### src/rtl/mc_ctrl_pkg.sv
// Shared encodings for the multi-cycle MIPS control unit: FSM states,
// mux selects, opcode/funct values and ALU operation codes.
package mc_ctrl_pkg;

   // FSM states; FETCH is zero so the reset value of `state` reads as FETCH
   typedef enum logic [2:0] {
      ST_FETCH  = 3'd0,
      ST_DECODE = 3'd1,
      ST_EXEC   = 3'd2,
      ST_MEM    = 3'd3,
      ST_WB     = 3'd4
   } state_t;

   // PC source select
   localparam logic [1:0] PC_MUX_SEL_PC4    = 2'b00;
   localparam logic [1:0] PC_MUX_SEL_BRANCH = 2'b01;
   localparam logic [1:0] PC_MUX_SEL_JUMP   = 2'b10;
   localparam logic [1:0] PC_MUX_SEL_RS     = 2'b11;

   // register file destination select
   localparam logic [1:0] REG_MUX_SEL_RT = 2'b00;
   localparam logic [1:0] REG_MUX_SEL_RD = 2'b01;
   localparam logic [1:0] REG_MUX_SEL_RA = 2'b10;

   // register file write data select
   localparam logic [1:0] DR_MUX_SEL_ALU = 2'b00;
   localparam logic [1:0] DR_MUX_SEL_MDR = 2'b01;
   localparam logic [1:0] DR_MUX_SEL_PC  = 2'b10;

   // opcodes
   localparam logic [5:0] INSTR_RTYPE_OP = 6'b000000;
   localparam logic [5:0] INSTR_J_OP     = 6'b000010;
   localparam logic [5:0] INSTR_JAL_OP   = 6'b000011;
   localparam logic [5:0] INSTR_BEQ_OP   = 6'b000100;
   localparam logic [5:0] INSTR_BNE_OP   = 6'b000101;
   localparam logic [5:0] INSTR_SLTI_OP  = 6'b001010;
   localparam logic [5:0] INSTR_ANDI_OP  = 6'b001100;
   localparam logic [5:0] INSTR_ORI_OP   = 6'b001101;
   localparam logic [5:0] INSTR_LUI_OP   = 6'b001111;
   localparam logic [5:0] INSTR_LW_OP    = 6'b100011;
   localparam logic [5:0] INSTR_SW_OP    = 6'b101011;

   // R-type funct codes
   localparam logic [5:0] INSTR_SLL_FUNCT  = 6'b000000;
   localparam logic [5:0] INSTR_SRL_FUNCT  = 6'b000010;
   localparam logic [5:0] INSTR_SRA_FUNCT  = 6'b000011;
   localparam logic [5:0] INSTR_JR_FUNCT   = 6'b001000;
   localparam logic [5:0] INSTR_ADD_FUNCT  = 6'b100000;
   localparam logic [5:0] INSTR_ADDU_FUNCT = 6'b100001;
   localparam logic [5:0] INSTR_SUB_FUNCT  = 6'b100010;
   localparam logic [5:0] INSTR_SUBU_FUNCT = 6'b100011;
   localparam logic [5:0] INSTR_AND_FUNCT  = 6'b100100;
   localparam logic [5:0] INSTR_OR_FUNCT   = 6'b100101;
   localparam logic [5:0] INSTR_SLT_FUNCT  = 6'b101010;

   // ALU operation codes
   localparam logic [4:0] ALUOp_nop  = 5'd0;
   localparam logic [4:0] ALUOp_lui  = 5'd1;
   localparam logic [4:0] ALUOp_add  = 5'd2;
   localparam logic [4:0] ALUOp_sub  = 5'd3;
   localparam logic [4:0] ALUOp_addu = 5'd4;
   localparam logic [4:0] ALUOp_subu = 5'd5;
   localparam logic [4:0] ALUOp_and  = 5'd6;
   localparam logic [4:0] ALUOp_or   = 5'd7;
   localparam logic [4:0] ALUOp_slt  = 5'd8;
   localparam logic [4:0] ALUOp_sll  = 5'd9;
   localparam logic [4:0] ALUOp_srl  = 5'd10;
   localparam logic [4:0] ALUOp_sra  = 5'd11;

endpackage

### src/rtl/mc_ctrl_alu_decode.sv
// Combinational opcode/funct decode: ALU operation, operand selects,
// immediate extension and whether the instruction is supported at all.
module alu_decode
   import mc_ctrl_pkg::*;
#(
   parameter int ALUOP_W = 5
) (
   input  logic [5:0]         opcode,
   input  logic [5:0]         func,
   output logic [ALUOP_W-1:0] aluctrl,
   output logic               alusrc,
   output logic               alusrc2,
   output logic               extop,
   output logic               legal
);

   logic [4:0] op;

   // per-instruction ALU mapping; anything unlisted is flagged illegal
   always_comb begin
      op      = ALUOp_nop;
      alusrc  = 1'b0;
      alusrc2 = 1'b0;
      extop   = 1'b0;
      legal   = 1'b1;
      case (opcode)
         INSTR_RTYPE_OP: begin
            case (func)
               INSTR_ADD_FUNCT:  op = ALUOp_add;
               INSTR_ADDU_FUNCT: op = ALUOp_addu;
               INSTR_SUB_FUNCT:  op = ALUOp_sub;
               INSTR_SUBU_FUNCT: op = ALUOp_subu;
               INSTR_AND_FUNCT:  op = ALUOp_and;
               INSTR_OR_FUNCT:   op = ALUOp_or;
               INSTR_SLT_FUNCT:  op = ALUOp_slt;
               // shifts take their source from rt on operand A
               INSTR_SLL_FUNCT:  begin op = ALUOp_sll; alusrc2 = 1'b1; end
               INSTR_SRL_FUNCT:  begin op = ALUOp_srl; alusrc2 = 1'b1; end
               INSTR_SRA_FUNCT:  begin op = ALUOp_sra; alusrc2 = 1'b1; end
               INSTR_JR_FUNCT:   op = ALUOp_nop;
               default:          legal = 1'b0;
            endcase
         end
         INSTR_ORI_OP:  begin op = ALUOp_or;  alusrc = 1'b1; end
         INSTR_ANDI_OP: begin op = ALUOp_and; alusrc = 1'b1; end
         INSTR_LUI_OP:  begin op = ALUOp_lui; alusrc = 1'b1; end
         INSTR_SLTI_OP: begin op = ALUOp_slt; alusrc = 1'b1; extop = 1'b1; end
         INSTR_LW_OP,
         INSTR_SW_OP:   begin op = ALUOp_add; alusrc = 1'b1; extop = 1'b1; end
         INSTR_BEQ_OP,
         INSTR_BNE_OP:  begin op = ALUOp_sub; extop = 1'b1; end
         INSTR_J_OP,
         INSTR_JAL_OP:  op = ALUOp_nop;
         default:       legal = 1'b0;
      endcase
   end

   assign aluctrl = ALUOP_W'(op);

endmodule

### src/rtl/mc_ctrl.sv
// Multi-cycle MIPS control FSM (FETCH/DECODE/EXEC/MEM/WB) with a
// memory-ready stall handshake and a retired-instruction counter.
module mc_ctrl
   import mc_ctrl_pkg::*;
#(
   parameter int ALUOP_W     = 5,
   parameter bit USE_MEM_RDY = 1'b1,
   parameter int CNT_W       = 32
) (
   input  logic               clk,
   input  logic               rst,
   input  logic [5:0]         opcode,
   input  logic [5:0]         func,
   input  logic               zero,
   input  logic               mem_ready,
   output logic               PCWrite,
   output logic [1:0]         PC_sel,
   output logic               IRWrite,
   output logic               MemReq,
   output logic               MemWrite,
   output logic               IorD,
   output logic               RegWrite,
   output logic [1:0]         RegDst,
   output logic [1:0]         DatatoReg,
   output logic               ALUSrc,
   output logic               ALUSrc2,
   output logic               ExtOp,
   output logic [ALUOP_W-1:0] ALUCtrl,
   output logic               illegal,
   output logic [2:0]         state,
   output logic [CNT_W-1:0]   instret
);

   state_t             cur_st, nxt_st;
   logic               rdy, legal, retire;
   logic [ALUOP_W-1:0] dec_alu;
   logic               dec_src, dec_src2, dec_ext;
   logic               is_r, is_j, is_jal, is_jr, is_beq, is_bne, is_lw, is_sw;

   alu_decode #(.ALUOP_W(ALUOP_W)) u_alu_decode (
      .opcode  (opcode),
      .func    (func),
      .aluctrl (dec_alu),
      .alusrc  (dec_src),
      .alusrc2 (dec_src2),
      .extop   (dec_ext),
      .legal   (legal)
   );

   assign rdy    = USE_MEM_RDY ? mem_ready : 1'b1;
   assign is_r   = (opcode == INSTR_RTYPE_OP);
   assign is_j   = (opcode == INSTR_J_OP);
   assign is_jal = (opcode == INSTR_JAL_OP);
   assign is_jr  = is_r && (func == INSTR_JR_FUNCT);
   assign is_beq = (opcode == INSTR_BEQ_OP);
   assign is_bne = (opcode == INSTR_BNE_OP);
   assign is_lw  = (opcode == INSTR_LW_OP);
   assign is_sw  = (opcode == INSTR_SW_OP);

   // state register
   always_ff @(posedge clk or posedge rst) begin
      if (rst) cur_st <= ST_FETCH;
      else     cur_st <= nxt_st;
   end

   // retired-instruction counter, wraps naturally
   always_ff @(posedge clk or posedge rst) begin
      if (rst)         instret <= '0;
      else if (retire) instret <= instret + CNT_W'(1);
   end

   // next state and outputs; reset masks everything so a pending request
   // drops asynchronously rather than at the next edge
   always_comb begin
      nxt_st    = cur_st;
      retire    = 1'b0;
      PCWrite   = 1'b0;
      PC_sel    = PC_MUX_SEL_PC4;
      IRWrite   = 1'b0;
      MemReq    = 1'b0;
      MemWrite  = 1'b0;
      IorD      = 1'b0;
      RegWrite  = 1'b0;
      RegDst    = REG_MUX_SEL_RT;
      DatatoReg = DR_MUX_SEL_ALU;
      ALUSrc    = 1'b0;
      ALUSrc2   = 1'b0;
      ExtOp     = 1'b0;
      ALUCtrl   = '0;
      illegal   = 1'b0;
      state     = ST_FETCH;
      if (!rst) begin
         state = cur_st;
         case (cur_st)
            ST_FETCH: begin
               MemReq = 1'b1;
               if (rdy) begin
                  IRWrite = 1'b1;
                  PCWrite = 1'b1;
                  nxt_st  = ST_DECODE;
               end
            end
            ST_DECODE: begin
               nxt_st = ST_FETCH;
               if (!legal) begin
                  illegal = 1'b1;
               end else if (is_j || is_jal) begin
                  PCWrite = 1'b1;
                  PC_sel  = PC_MUX_SEL_JUMP;
                  retire  = 1'b1;
                  if (is_jal) begin
                     // PC already advanced in FETCH, so $31 gets PC+4
                     RegWrite  = 1'b1;
                     RegDst    = REG_MUX_SEL_RA;
                     DatatoReg = DR_MUX_SEL_PC;
                  end
               end else if (is_jr) begin
                  PCWrite = 1'b1;
                  PC_sel  = PC_MUX_SEL_RS;
                  retire  = 1'b1;
               end else begin
                  nxt_st = ST_EXEC;
               end
            end
            ST_EXEC: begin
               ALUCtrl = dec_alu;
               ALUSrc  = dec_src;
               ALUSrc2 = dec_src2;
               ExtOp   = dec_ext;
               if (is_beq || is_bne) begin
                  PCWrite = is_beq ? zero : ~zero;
                  PC_sel  = PC_MUX_SEL_BRANCH;
                  retire  = 1'b1;
                  nxt_st  = ST_FETCH;
               end else if (is_lw || is_sw) begin
                  nxt_st = ST_MEM;
               end else begin
                  nxt_st = ST_WB;
               end
            end
            ST_MEM: begin
               MemReq   = 1'b1;
               IorD     = 1'b1;
               MemWrite = is_sw;
               if (rdy) begin
                  nxt_st = is_sw ? ST_FETCH : ST_WB;
                  retire = is_sw;
               end
            end
            ST_WB: begin
               // I-type ALU ops (andi included) write rt; only R-type writes rd
               RegWrite  = 1'b1;
               RegDst    = is_r ? REG_MUX_SEL_RD : REG_MUX_SEL_RT;
               DatatoReg = is_lw ? DR_MUX_SEL_MDR : DR_MUX_SEL_ALU;
               retire    = 1'b1;
               nxt_st    = ST_FETCH;
            end
            default: nxt_st = ST_FETCH;
         endcase
      end
   end

endmodule

### config.mk
export PLATFORM = sky130hd
export DESIGN_NAME = mc_ctrl
export DESIGN_NICKNAME = d
export VERILOG_FILES = /design/src/rtl/mc_ctrl_pkg.sv /design/src/rtl/mc_ctrl_alu_decode.sv /design/src/rtl/mc_ctrl.sv
export SDC_FILE = /design/constraint.sdc
export NUM_CORES = 1
export LEC_CHECK = 0
export ABC_AREA = 1
export CAP_MARGIN = 25
export CORE_AREA = 5 5 89 91
export CTS_CLUSTER_SIZE = 14
export DETAILED_ROUTE_END_ITERATION = 8
export DIE_AREA = 0 0 94 96
export PLACE_DENSITY = 0.75
export REMOVE_ABC_BUFFERS = 1
export SETUP_SLACK_MARGIN = 0.2
export SYNTH_ARGS = -nofsm -noshare
export SYNTH_HDL_FRONTEND = slang
export SYNTH_HIERARCHICAL = 1
export SYNTH_SLANG_ARGS = --single-unit
### constraint.sdc
create_clock -name clk -period 1.97 [get_ports clk]
set_input_delay 0.197 -clock clk [delete_from_list [all_inputs] [get_ports clk]]
set_output_delay 0.197 -clock clk [all_outputs]
set_load 0.05 [all_outputs]
# --- Word level (Yosys, flattened, before mapping) ---
# Cells that the tools add are included.
op_classes:
  n_addsub: 1
  n_mul: 0
  div: 0
  magnitude_cmp: 0
  eq_ne: 26
  shifts: 0
  mux: 69
  bitwise_logic: 2
  n_reduce_logical: 16
op_table:
  columns: ["cell", "n"]
  rows:
  - ["== test 6 bit, second input constant", 9]
  - ["case mux 4 bit (10 select lines)", 1]
  - ["two-way mux 1 bit", 39]
  - ["case mux 5 bit (7 select lines)", 1]
  - ["adder 32 x 1 -> 32 bit, second input constant", 1]
  - ["== test 6 x 4 -> 1 bit, second input constant", 5]
  - ["== test 6 x 2 -> 1 bit, second input constant", 4]
  - ["two-way mux 2 bit", 12]
  - ["two-way mux 3 bit", 6]
  - ["== test 6 x 3 -> 1 bit, second input constant", 2]
  - ["zero test 6 bit", 2]
  - ["case mux 2 bit (2 select lines)", 3]
  - ["case mux 3 bit (4 select lines)", 1]
  - ["OR reduction 11 bit", 1]
  - ["two-way mux 5 bit", 2]
  - ["OR reduction 10 bit", 1]
  - ["== test 3 x 2 -> 1 bit, second input constant", 2]
  - ["OR reduction 2 bit", 3]
  - ["OR reduction 6 bit", 1]
  - ["OR reduction 5 bit", 1]
  - ["!= test 2 bit, second input constant", 2]
  - ["case mux 1 bit (2 select lines)", 2]
  - ["case mux 1 bit (4 select lines)", 1]
  - ["== test 3 x 1 -> 1 bit, second input constant", 1]
  - ["8 further kinds", 11]
word_totals:
  reg_bits: 35
  latchBits: 0
  mem_bits_rw: 0
  romBits: 0
  inputBits: 16
  output_inout_bits: 56
  n_memories: 0

# --- Logic depth before layout (Yosys ltp) ---
# Gate-level depths: netlist of run 1.
depth:
  depth_word: 7
  depth_mapped: 15
  depth_no_buf: 14

# --- By module ---
# The synthesis of run 1 kept the hierarchy.
modules_own_cells:
  columns: ["mod", "instances", "cells_each", "area_each_um2", "seq_area_each_um2"]
  rows:
  - ["mc_ctrl", 1, 443, 2736.4, 875.8]
  - ["alu_decode", 1, 75, 379.1, 0.0]

# --- Worst setup path after synthesis of run 1 ---
# No wires, ideal clock.
synth_path:
  kind: "input port to output port"
  startpoint: "input opcode[3]"
  endpoint: "output RegWrite"
  t_arrival_ns: 2.969
  required_ns: 1.773
  slack_ns: -1.196
  stages: 9
  path_buffers: 0
  path_cell_list: "or2_4 > nor2_4 > nand3_4 > clkinv_2 > nand2_1 > nand2_1 > nand4_1 > nor4_1 > a21o_1"
synth_via:
  elab_chain_cells: 6
  word_cells_on_any_way: 19
synth_rtl:
  columns: ["item", "line_no", "text"]
  rows:
  - ["from (decl)", "mc_ctrl.sv:12", "input logic [5:0] opcode,"]
  - ["== test 6 x 2 -> 1 bit (tied with other cells)", "mc_ctrl_alu_decode.sv:26", "case (opcode)"]
  - ["OR reduction 10 bit (no source line)", null, null]
  - ["case mux 1 bit (2 select lines) (*)", "mc_ctrl_alu_decode.sv:26", null]
  - ["net legal", "mc_ctrl.sv:35", "logic rdy, legal, retire;"]
  - ["two-way mux 1 bit (*)", "mc_ctrl.sv:105", "if (!legal) begin"]
  - ["case mux 1 bit (2 select lines) (*)", "mc_ctrl.sv:94", "case (cur_st)"]
  - ["two-way mux 1 bit (*)", "mc_ctrl.sv:92", "if (!rst) begin"]
  - ["to (decl)", "mc_ctrl.sv:22", "output logic RegWrite,"]
# Mark *: on every way through the listed nets, which the timed path passes. The rest lies on a longest branch.

# --- Worst setup path in the final report of run 1 ---
layout_path:
  startpoint: "input func[0]"
  endpoint: "output PC_sel[0]"
layout_via:
  elab_chain_cells: 7
  word_cells_on_any_way: 20
layout_rtl:
  columns: ["item", "line_no", "text"]
  rows:
  - ["from (decl)", "mc_ctrl.sv:13", "input logic [5:0] func,"]
  - ["== test 6 x 4 -> 1 bit (tied with other cells)", "mc_ctrl_alu_decode.sv:28", "case (func)"]
  - ["OR reduction 11 bit (no source line) (*)", null, null]
  - ["two-way mux 1 bit (*)", "mc_ctrl_alu_decode.sv:28", null]
  - ["case mux 1 bit (2 select lines) (*)", "mc_ctrl_alu_decode.sv:26", null]
  - ["net legal", "mc_ctrl.sv:35", null]
  - ["two-way mux 2 bit (*)", "mc_ctrl.sv:105", null]
  - ["case mux 2 bit (2 select lines) (*)", "mc_ctrl.sv:94", null]
  - ["two-way mux 2 bit (*)", "mc_ctrl.sv:92", null]
  - ["to (decl)", "mc_ctrl.sv:17", "output logic [1:0] PC_sel,"]
# Marks and branches as above.

==> results.md, run 1 <==
* Status: finished, violations left
* Failing checks: negative setup slack
* Clock Root Buffer: clkbuf_8
* Post-synthesis mux area share at 0%
* Post-Synth Adder-Cell Area at less than 1%
* Die W at 94 um
* Crit path capture type: output port
* Relative slew margins at 40.4%
* TritonCTS Buffers at 5
* Finish-stage setup viols at 2
* Final net count at 680
* Final Skew at 0.0134 ns
* Top_reg_cell synth: dfrtp_1
* Dpl cells at around 720
* Complex-gate fraction of the synthesized area at ~2.6%
* # rows at 31
* Arrival time of the worst setup path at 1.85 ns
* Number of remaining DRC errors at 0
* Syn Inst Count at slightly above 500
* HP Class: input pin to flip-flop
* Number of flops mapped to enable cells by yosys at 0
* First-pass GRT wire length at ~17 mm
* ANT nets after route at 0
* Vias in the first global route at between 3k and 4k
* HPWL after detailed placement at about 7.5 mm
* VDD IR-drop max at 0.334 mV
* Hold WS at 0.526 ns
* Pins over their slew limit at 0
* Core area at 7060 sq um
* Layout cell share with drive strength beyond 1 at approximately 32%
* Reg-to-reg setup timing slack at around 0.26 ns
* Pwr/cell area at 492 nW/um^2
* Post-DR wirelength/cell at 14.7 um
* All-Layer GR Usage at between 20% and 30%
* Post-synth top area share at between 20% and 30%
* CP Class: input pin to output port
* Syn. warnings at 6
* Final worst setup slack at -0.0807 ns
* Post-synthesis async set-or-reset flop share at 100%
* Synth Register Bits at 35
* Vias per cell at between 5 and 6
* Worst-Margin Slew at 0.890 ns
* RR Startpoint: cur_st[2]$_DFFE_PP0P_
* # clock sinks at 35
* Post-synth top area cell: dfrtp_1
* Reg2Reg Depth at 11
* Post-synthesis instance area at between 3000 and 4000 sq um
* Achievable frequency at between 400 and 500 MHz
* Crit-path max FO at 4
* Via count at 3999
* Simple-gate area share of the yosys netlist at approximately 56%
* Worst Setup EP: PC_sel[0]
* Initial antenna violation count at 0
* Final hold viol count at 0
* Ant diodes at 0
* Area Overhead vs Synth at 65.9%
* CTS tree: yes
* Unique masters post-synth at 34
* Storage cell area at 877 sq um
* Xor and xnor fraction of the mapped netlist area at under 10%
* Initial Utilization at between 40 and 50%
* RSZ-0062 raised after global routing: true
* Number of buffers added on ports at 70
* CP startpoint: func[0]
* Clock slew at reported path FFs at around 0.060 ns
* Tcrit/Tclk final at 104%
* Deepest clock path buffer count at 2
* Placer Congestion at 0.954
* Initial drt markers at between 200 and 300
* Largest net degree at the start of global routing at between 40 and 50
* Post-route insts no fill at 763
* Largest cells by area after synthesis: dfrtp_1, nand2_1, nor2_1
* LEAKAGE at 2.64 nW
* CP Launch Type: input pin
* Worst-Skew Late Latency at about 0.29 ns
* TNS Setup at -0.158 ns
* CTS H-tree depth at 2
* Routed wire length at between 10 and 15 mm
* Die area at ~9000 sq um
* Drt first pass iters at 5
* Fillers at between 500 and 600
* Die height at 96 um
* Sequential area share after synthesis at between 20% and 30%
* Largest family of logic cells by synthesized area: simple AND/OR/NAND/NOR gates
* Number of max-cap violations at 0
* # IOs at between 70 and 80
* Worst reg2reg endpoint: instret[21]$_DFFE_PP0P_
* Minimum clock period at a little over 2 ns
* Pre-CTS WS at -0.435 ns
* WP data required at approximately 1.8 ns
* Final Power at 2.55 mW
* Total congestion overflow at 0
* Syn avg cell area at 6.01 sq um
* Multi-input logic area at 2290 sq um
cell families after synthesis:
kind of cell | count (synthesis)
compound gates | 14
simple gates | 393
xor+xnor | 15
buf+inv | 59
flops | 35
fa+ha+maj | 1
other cells | 1
registers in the layout, summed over array words and instances, names as in the netlist:
register,cells
cur_st,3
instret,32
cell usage after synthesis (2+ instances only):
library cell / n
nor2_1: 98
inv_1: 38
clkbuf_1: 3
nand2_1: 186
o21ai_1: 2
nand3b_1: 13
inv_2: 8
o21ai_0: 6
a21oi_1: 3
nor2_4: 3
nor2_2: 5
nor3_2: 2
nand4_1: 8
buf_4: 5
buf_6: 2
nand2_2: 12
nand3_1: 55
xor2_1: 12
nand2_8: 2
xnor2_1: 3
dfrtp_1: 35
nor3_1: 5
worst min-delay path by stage:
stage          depth (start not counted)                     from                      end
3_5_place_dp                           2  instret[31]$_DFFE_PP0P_  instret[31]$_DFFE_PP0P_
2_1_floorplan                          3                      rst   instret[8]$_DFFE_PP0P_
3_3_place_gp                           2  instret[31]$_DFFE_PP0P_  instret[31]$_DFFE_PP0P_
6_report                               5                opcode[3]    cur_st[2]$_DFFE_PP0P_
5_1_grt                                5                opcode[3]    cur_st[2]$_DFFE_PP0P_
4_1_cts                                5                opcode[3]    cur_st[2]$_DFFE_PP0P_
per-layer routing:
| metal | GRT usage, % | part of all wire, % | wire, um |
|---|---|---|---|
| met1 | 28.4 | 40 | 4490 |
| met2 | 42.1 | 51 | 5690 |
| met3 | 3.75 | 6.5 | 728 |
| met4 | 7.22 | 2.8 | 315 |
| met5 | 0 | 0 | 0 |
cell usage in the layout, fill, tap and decap left out, types with 16 or more instances in the layout:
master / Yosys / final
buf_12: 0 / 27
buf_4: 5 / 62
dfrtp_1: 35 / 34
dlygate4sd2_1: 0 / 22
inv_1: 38 / 31
nand2_1: 186 / 173
nand2_2: 12 / 21
nand3_1: 55 / 49
nor2_1: 98 / 76
nor2_4: 3 / 16
critical path, stage by stage:
cell and delay [ns]:
buf_2 0.12, inv_2 0.10, nand3_1 0.10, nor2_1 0.11, nor2_1 0.08, nand3_1 0.11
nand2_2 0.07, nand2_2 0.07, nand4_1 0.12, buf_4 0.19, clkinv_4 0.06, nand2_4 0.06
nor2_4 0.10, nor2_2 0.05, nor2_2 0.16, buf_12 0.16
final cells by class:
cell class,instances,area share (%)
tap,99,2.40
inverter,48,3.68
clock inverter,2,0.242
timing repair buffer,148,31.1
multi-input combinational,425,44.2
sequential,35,17.0
clock buffer,6,1.40
timing repair:
action / in CTS / in global routing
setup buffers: 21 / 11
cloned: 0 / 1
setup endpoints to repair: 73 / 61
hold buffers: 0 / 0
pin swaps: 29 / 25
gates resized for setup: 125 / 66
power breakdown:
part           total, mW  internal [mW]  switching (mW)
clock              0.524          0.247           0.277
sequential         0.828          0.760          0.0674
combinational       1.19          0.480           0.713
total               2.55           1.49            1.06
per-stage QoR:
step                      utilization [%]  instance area [sq um]
after global placement               63.4                   4480
after global routing                 73.2                   5170
after detailed placement             63.4                   4480
after CTS                            68.7                   4850
final                                73.2                   5170
after floorplan                         -                   3040
Note: power is estimated with default switching activity, not from simulation.
==> inputs of run 2 (changes only) <==
--- a/config.mk
+++ b/config.mk
@@ -6,6 +6,7 @@
 export NUM_CORES = 1
 export LEC_CHECK = 0
 export ABC_AREA = 1
+export ABC_CLOCK_PERIOD_IN_PS = 1970
 export CAP_MARGIN = 25
 export CORE_AREA = 5 5 89 91
 export CTS_CLUSTER_SIZE = 14
==> results of run 2 <==
No change in the layout: final DEF, timing and power equal those of run 1.
